$ cat config.mk
export PLATFORM = sky130hd
export DESIGN_NAME = nand_exerciser
export DESIGN_NICKNAME = d
export VERILOG_FILES = /design/src/rtl/nand_exerciser.sv
export SDC_FILE = /design/constraint.sdc
export NUM_CORES = 1
export LEC_CHECK = 0
export ABC_AREA = 1
export CAP_MARGIN = 20
export CORE_ASPECT_RATIO = 1.5
export CORE_MARGIN = 2
export CORE_UTILIZATION = 35
export CTS_BUF_LIST = sky130_fd_sc_hd__clkbuf_4
export CTS_CLUSTER_SIZE = 30
export DETAILED_ROUTE_END_ITERATION = 8
export PLACE_DENSITY = 0.54
export REMOVE_ABC_BUFFERS = 1
export SYNTH_ARGS = -nofsm -noshare
export SYNTH_HDL_FRONTEND = slang
export SYNTH_SLANG_ARGS = --single-unit
export TNS_END_PERCENT = 100
$ cat constraint.sdc
create_clock -name clk -period 1.7 [get_ports clk]
set_input_delay 0.34 -clock clk [delete_from_list [all_inputs] [get_ports clk]]
set_output_delay 0.34 -clock clk [all_outputs]
set_load 0.02 [all_outputs]
$ cat src/rtl/nand_exerciser.sv
// nand_exerciser: sweeps the four input vectors of a 2-input NAND under test,
// waits a configurable settle time per vector, samples the response and
// accumulates mismatch statistics across single or looped sweeps.
module nand_exerciser #(
  parameter int SETTLE_CYCLES = 2
) (
  input  logic       clk,
  input  logic       rst,
  input  logic       start,
  input  logic       loop,
  input  logic       resp_y,
  output logic       stim_a,
  output logic       stim_b,
  output logic       busy,
  output logic       done,
  output logic       pass,
  output logic [7:0] err_count,
  output logic [3:0] fail_vec,
  output logic [7:0] sweep_count
);

  typedef enum logic [2:0] {
    IDLE,
    DRIVE,
    SETTLE,
    SAMPLE,
    DONE
  } state_t;

  // Terminal value of the settle counter; unused when SETTLE_CYCLES is 0.
  localparam logic [3:0] SETTLE_LAST =
    (SETTLE_CYCLES > 0) ? 4'(SETTLE_CYCLES - 1) : 4'd0;

  state_t     state;
  state_t     state_nxt;
  logic [1:0] idx;
  logic [1:0] idx_inc;
  logic [3:0] settle_cnt;
  logic       mismatch;
  logic [7:0] err_nxt;

  assign idx_inc = idx + 2'd1;

  // The response is only looked at in SAMPLE; stim is stable there because
  // it was registered on entry to DRIVE.
  assign mismatch = (state == SAMPLE) && (resp_y != ~(stim_a & stim_b));

  // Saturating error count including the vector currently being sampled.
  assign err_nxt = (mismatch && (err_count != 8'hFF)) ? err_count + 8'd1
                                                      : err_count;

  // Next-state decode for the sweep sequencer.
  always_comb begin
    // NOTE: default assigned first so no path leaves state_nxt unassigned,
    // which would otherwise infer a latch.
    state_nxt = state;
    case (state)
      IDLE:    if (start) state_nxt = DRIVE;
      DRIVE:   state_nxt = (SETTLE_CYCLES == 0) ? SAMPLE : SETTLE;
      SETTLE:  if (settle_cnt == SETTLE_LAST) state_nxt = SAMPLE;
      SAMPLE:  state_nxt = (idx == 2'd3) ? DONE : DRIVE;
      DONE:    state_nxt = loop ? DRIVE : IDLE;
      default: state_nxt = IDLE;
    endcase
  end

  // State register plus all registered outputs and sweep statistics.
  always_ff @(posedge clk) begin
    // NOTE: non-blocking assignments throughout so every register samples
    // the pre-edge values, independent of statement order.
    if (rst) begin
      state       <= IDLE;
      idx         <= 2'd0;
      settle_cnt  <= 4'd0;
      stim_a      <= 1'b0;
      stim_b      <= 1'b0;
      busy        <= 1'b0;
      done        <= 1'b0;
      pass        <= 1'b0;
      err_count   <= 8'd0;
      fail_vec    <= 4'd0;
      sweep_count <= 8'd0;
    end else begin
      state <= state_nxt;
      busy  <= (state_nxt != IDLE);
      done  <= (state_nxt == DONE);
      case (state)
        IDLE: begin
          if (start) begin
            idx         <= 2'd0;
            stim_a      <= 1'b0;
            stim_b      <= 1'b0;
            pass        <= 1'b0;
            err_count   <= 8'd0;
            fail_vec    <= 4'd0;
            sweep_count <= 8'd0;
          end
        end
        DRIVE: begin
          settle_cnt <= 4'd0;
        end
        SETTLE: begin
          settle_cnt <= settle_cnt + 4'd1;
        end
        SAMPLE: begin
          err_count <= err_nxt;
          if (mismatch) fail_vec[idx] <= 1'b1;
          if (idx != 2'd3) begin
            // Next vector goes out on the edge that enters DRIVE.
            idx    <= idx_inc;
            stim_a <= idx_inc[0];
            stim_b <= idx_inc[1];
          end else begin
            // Sweep result is visible during the DONE cycle itself.
            pass        <= (err_nxt == 8'd0);
            sweep_count <= sweep_count + 8'd1;
          end
        end
        DONE: begin
          // Restart the vector order for a looped sweep, or park stim at 00.
          idx    <= 2'd0;
          stim_a <= 1'b0;
          stim_b <= 1'b0;
        end
        default: ;
      endcase
    end
  end

endmodule

* After elaboration in Yosys (flattened, before gate mapping)
Index checks and enable logic that the tools add are counted.
** Word-level totals
- Output and inout bits :: 25
- Bits in registers :: 34
- Word-level logic and storage cells :: 73
- Input port bits :: 5
** Operators by class
- Order comparisons :: 2
- Reduce and logical (&&, ||, !) cells :: 13
- Multiplexer cells :: 26
- Add/subtract/negate cells :: 4
- Equality and inequality tests :: 14
- Bitwise operators :: 3
** Operator list (count)
- $pmux 8 s2 :: 2
- $mux 8 :: 3
- $add 8x1->8 const B :: 2
- $pmux 4 s2 :: 2
- $pmux 3 s5 :: 1
- $mux 3 :: 3
- $reduce_and 3->1 :: 3
- $logic_not 8->1 :: 1
- $mux 4 :: 2
- $ne 2x2->1 const B :: 4
- $ne 8x8->1 const B :: 1
- $eq 3x2->1 const B :: 2
- $eq 3x3->1 const B :: 2
- $mux 1 :: 6
- $pmux 1 s3 :: 2
- $pmux 2 s3 :: 1
- $reduce_bool 3->1 :: 2
- $add 4x1->4 const B :: 1
- $eq 4x1->1 const B :: 1
- $mux 2 :: 2
- $or 4x4->4 :: 1
- $reduce_bool 2->1 :: 2
- $eq 3x1->1 const B :: 1
- $logic_and 1x1->1 :: 3
- 12 further kinds :: 12

* Longest topological paths before layout
- Depth after elaboration :: 9
- Mapped depth :: 12
- Mapped depth without buffers :: 12

* Worst setup path after synthesis
OpenSTA, ideal clock, no wires.
- Path kind :: reg2reg
- Start :: register stim_a
- End :: register pass
- Clock period less this slack :: 1660 ps
- Arrival :: 1593 ps
- Buffers on the path :: 0
- Slack :: 40 ps
- Cell stages (with the launch flop) :: 12
- Data required time :: 1633 ps
- Library setup time :: 67 ps
- Path through :: dfxtp_1 > ha_1 > inv_1 > nand2_1 > nand2_1 > nor2_4 > nand2_4 > nand2_1 > nand3_1 > nor2_1 > nand3_1 > a21oi_2
** On the way
- Longest elaborated chain between the ends :: 9
** Ends and longest elaborated chain
- start: declaration :: line 12 : output logic stim_a,
- start signal: assignment :: line 111 : stim_a <= idx_inc[0];
- $and 1x1->1 :: line 46 : assign mismatch = (state == SAMPLE) && (resp_y != ~(stim_a & stim_b));
- $not 1->1 :: line 46
- $ne 1x1->1 :: line 46
- $logic_and 1x1->1 :: line 46
- $logic_and 1x1->1 :: line 49 : assign err_nxt = (mismatch && (err_count != 8'hFF)) ? err_count + 8'd1
- $mux 8 :: line 49
- $logic_not 8->1 :: line 115 : pass <= (err_nxt == 8'd0);
- $mux 1 :: line 108 : if (idx != 2'd3) begin
- $pmux 1 s2 :: line 87 : case (state)
- end signal: assignment :: line 115
- end: declaration :: line 16 : output logic pass,
No other way between the ends. The select of a mux whose other input is x is not followed.
A chain may end at the register's enable or synchronous reset.

* Worst setup path in the final report
- Start :: register fail_vec[1]
- End :: output port fail_vec[1]
** RTL lines
- start: declaration :: line 18 : output logic [3:0] fail_vec,
- start signal: assignment :: line 81 : fail_vec <= 4'd0;
- start signal: assignment :: line 95 : fail_vec <= 4'd0;
- start signal: indexed assignment :: line 107 : if (mismatch) fail_vec[idx] <= 1'b1;
No word-level cell between the ends.

==> run_results.csv <==
group,metric,value,unit
outcome,outcome,"finished clean",
routing,drtIter0Drc,52,
worst_setup_path,crit_start,"fail_vec[1]$_SDFFE_PP0P_",
global_route,grt_pass1_wl,6851,um
logic_synthesis,synthArstFlopShare,0,
timing,fmax,608.7,MHz
power,pwr_density_cell,590.4,nW/um2
worst_setup_path,crit_chain,"clkdlybuf4s50_1",
timing,final-setup-viol-count,0,
logic_synthesis,synth.area.top_cells,"dfxtp_1 37%, nand2_1 12%, a21oi_1 7.5%",
routing,postRouteAntennaNets,0,
place,dp_slack,-172.3,ps
global_route,grt_max_degree,12,
worst_setup_path,reg2reg_slack,120,ps
cts,numCtsBuffers,5,
cts,ctsHoldBuffers,0,
place,routabilityCongestion,0.9176,
timing,slew_viol_final,0,
worst_setup_path,rr_worst_depth,11,
finish,fin_area,2326,um2
worst_hold_path,hold_path.class,"flip-flop to flip-flop",
timing,min_period,1643,ps
worst_setup_path,critical_path_depth,1,
routing,wirelength,4136,um
global_route,grt_util_all_layers,0.1632,
worst_setup_path,required,1360,ps
finish,layout-drive-gt1-share,0.2211,
worst_setup_path,path_class,"flip-flop to output pin",
worst_setup_path,crit_slowest_cell,"clkdlybuf4s50_1",
logic_synthesis,synthTopCellsByCount,"57 x nand2_1, 32 x dfxtp_1, 26 x a21oi_1, 26 x inv_1, 20 x nor2_1",
power,p_leak,0.001062,uW
worst_setup_path,path_max_fanout,2,
logic_synthesis,syn_area_per_cell,7.205,um2
routing,vias_per_cell,4.628,
timing,min_period_over_period,0.9664,
worst_setup_path,worst_setup_path_start_kind,"flip-flop",
logic_synthesis,synthesis.area,1729,um2
place,hpwl,3234,um
die,die_area,5530,um2
finish,fillers,524,
place,postPlaceCellArea,2226,um2
place,dp_cells,351,
cts,cts_max_level,2,
logic_synthesis,syn_inst,240,
worst_setup_path,cp-endpoint,"fail_vec[1]",
routing,dr.pass1.iters,4,
die,die_w,61.39,um
die,core,4810,um2
worst_setup_path,critPathTopFamily,"buffers and inverters",
logic_synthesis,synth_seq_area_share,0.3705,
cts,clk_path_buf_depth,2,
timing,relSlewSlack,0.7753,
logic_synthesis,synthDistinctLibCells,31,
place,portBuffers,29,
die,num_rows,31,
routing,drc,0,
job,cap_violations,0,
cts,worstSkewPairLatency,340,ps
global_route,antenna_found_initial,0,
cts,root_buffer,"clkbuf_4",
timing,worst_slew_pin_slew,336.0,ps
die,io_pins,30,
worst_setup_path,cp-end-kind,"output pin",
worst_hold_path,hp-start,"settle_cnt[3]$_SDFFE_PP0P_",
global_route,overflow,0,
logic_synthesis,synth_top_area_share,0.3705,
logic_synthesis,yosys_register_bits,32,
cts,cts_sinks,32,
timing,setup_slack,57.09,ps
worst_setup_path,r2r-end,"pass$_SDFFE_PP0P_",
finish,diodes,0,
worst_setup_path,cp_num_buf_inv,1,
cts,cts_tree,"built",
die,start_util,0.3595,
worst_setup_path,crit_arrival,1300,ps
routing,vias,1666,
logic_synthesis,synth_edf_count,0,
logic_synthesis,yosysMostFrequentCell,"nand2_1",
global_route,grt_pass1_vias,1600,
routing,routedWlPerCell,11.49,um
timing,fin_skew,13.20,ps
worst_setup_path,critPathMaxStageDelay,610,ps
die,die_h,90.09,um
timing,hold_viol_final,0,
finish,finalNonFillerCells,360,
power,max-vdd-ir-drop,0.5031,mV
logic_synthesis,ys_warn_count,0,
worst_setup_path,crit-reg2reg-launch,"err_count[0]$_SDFFE_PP0P_",
timing,holdWs,469.9,ps
finish,multi_input_area,999.7,um2
finish,seq_area,643.1,um2
finish,nets,307,
logic_synthesis,synth_area_leader_cell,"dfxtp_1",
timing,grt_setup_unrepaired,"true",
cts,path_clk_slew,110,ps
finish,area.growth.synth_to_final,34.52,%
logic_synthesis,synth_flop_cell,"dfxtp_1",
repair_timing:
item                       4_1_cts  5_1_grt
resized for setup               15       17
pin swaps                        0        9
gates cloned                     0        0
setup endpoints to repair       15        4
buffers inserted                 0        1
cell type report:
class	count	share of cell area
repair buffers	49	0.1845
well taps	66	0.03550
multi-input cells	175	0.4298
inverters	30	0.04949
clock buffers	5	0.01614
clock inverters	3	0.008069
flip-flops and latches	32	0.2765
flip-flops by register name, indices dropped and copies added, names as in the netlist:
| name | count |
|---|---|
| err_count | 8 |
| sweep_count | 8 |
| fail_vec | 4 |
| settle_cnt | 4 |
| state | 3 |
| busy | 1 |
| done | 1 |
| pass | 1 |
| stim_a | 1 |
| stim_b | 1 |
kinds of logic after synthesis:
group	Yosys count	synth area share
XOR/XNOR	2	0.01013
adder cells (fa/ha/maj)	9	0.06512
AND/OR/NAND/NOR	123	0.3452
buffers and inverters	33	0.07742
flip-flops	32	0.3705
AO/OA/AOI/OAI	41	0.1317
cells in the final DEF, fill, tap and decap left out, types with 2 or more instances in the layout:
cell	synthesis	final
a21oi_1	26	26
buf_4	0	20
clkbuf_4	0	5
clkdlybuf4s50_1	0	11
clkinvlp_4	0	2
dfxtp_1	32	30
dfxtp_2	0	2
dlygate4sd2_1	0	15
dlymetal6s2s_1	0	3
ha_1	9	7
ha_4	0	2
inv_1	26	25
inv_2	3	4
nand2_1	57	54
nand2_2	8	11
nand2_4	2	2
nand3_1	17	16
nand3_2	1	2
nand4_1	4	4
nor2_1	20	17
nor2_2	2	5
nor2_4	4	4
nor3_1	3	3
o21ai_0	8	8
o21ai_1	2	2
or2_2	2	2
where the power goes:
| part | internal (uW) | total, uW | switching [uW] |
|---|---|---|---|
| Combinational | 66.6 | 167 | 100 |
| Clock | 156 | 433 | 277 |
| Sequential | 763 | 774 | 11.0 |
| Total | 985 | 1370 | 388 |
worst min path at each step:
stage	endpoint	slack [ps]	depth (start not counted)
floorplan	pass$_SDFFE_PP0P_	400	1
global placement	sweep_count[7]$_SDFFE_PP0P_	460	2
detailed placement	fail_vec[0]$_SDFFE_PP0P_	460	2
CTS	settle_cnt[3]$_SDFFE_PP0P_	480	1
global route	pass$_SDFFE_PP0P_	510	2
finish	settle_cnt[3]$_SDFFE_PP0P_	470	1
stage by stage:
stage | total power (uW) | utilization | setup TNS [ps]
2_1_floorplan | 881.4 | - | 0
3_5_place_dp | 958.6 | 0.4628 | -587.7
4_1_cts | 1397 | 0.4706 | 0
3_3_place_gp | 959.0 | 0.4628 | -453.7
6_report | 1373 | 0.4836 | 0
5_1_grt | 1443 | 0.4836 | -14.34
routing by layer:
metal	vias up	share of wire	global-route usage
met1	744	0.43	0.1753
met5	-	0	0
met2	30	0.52	0.2872
met3	9	0.035	0.03309
met4	0	0.024	0.07801
li1	883	-	-
Note: power is estimated with default switching activity, not from simulation.
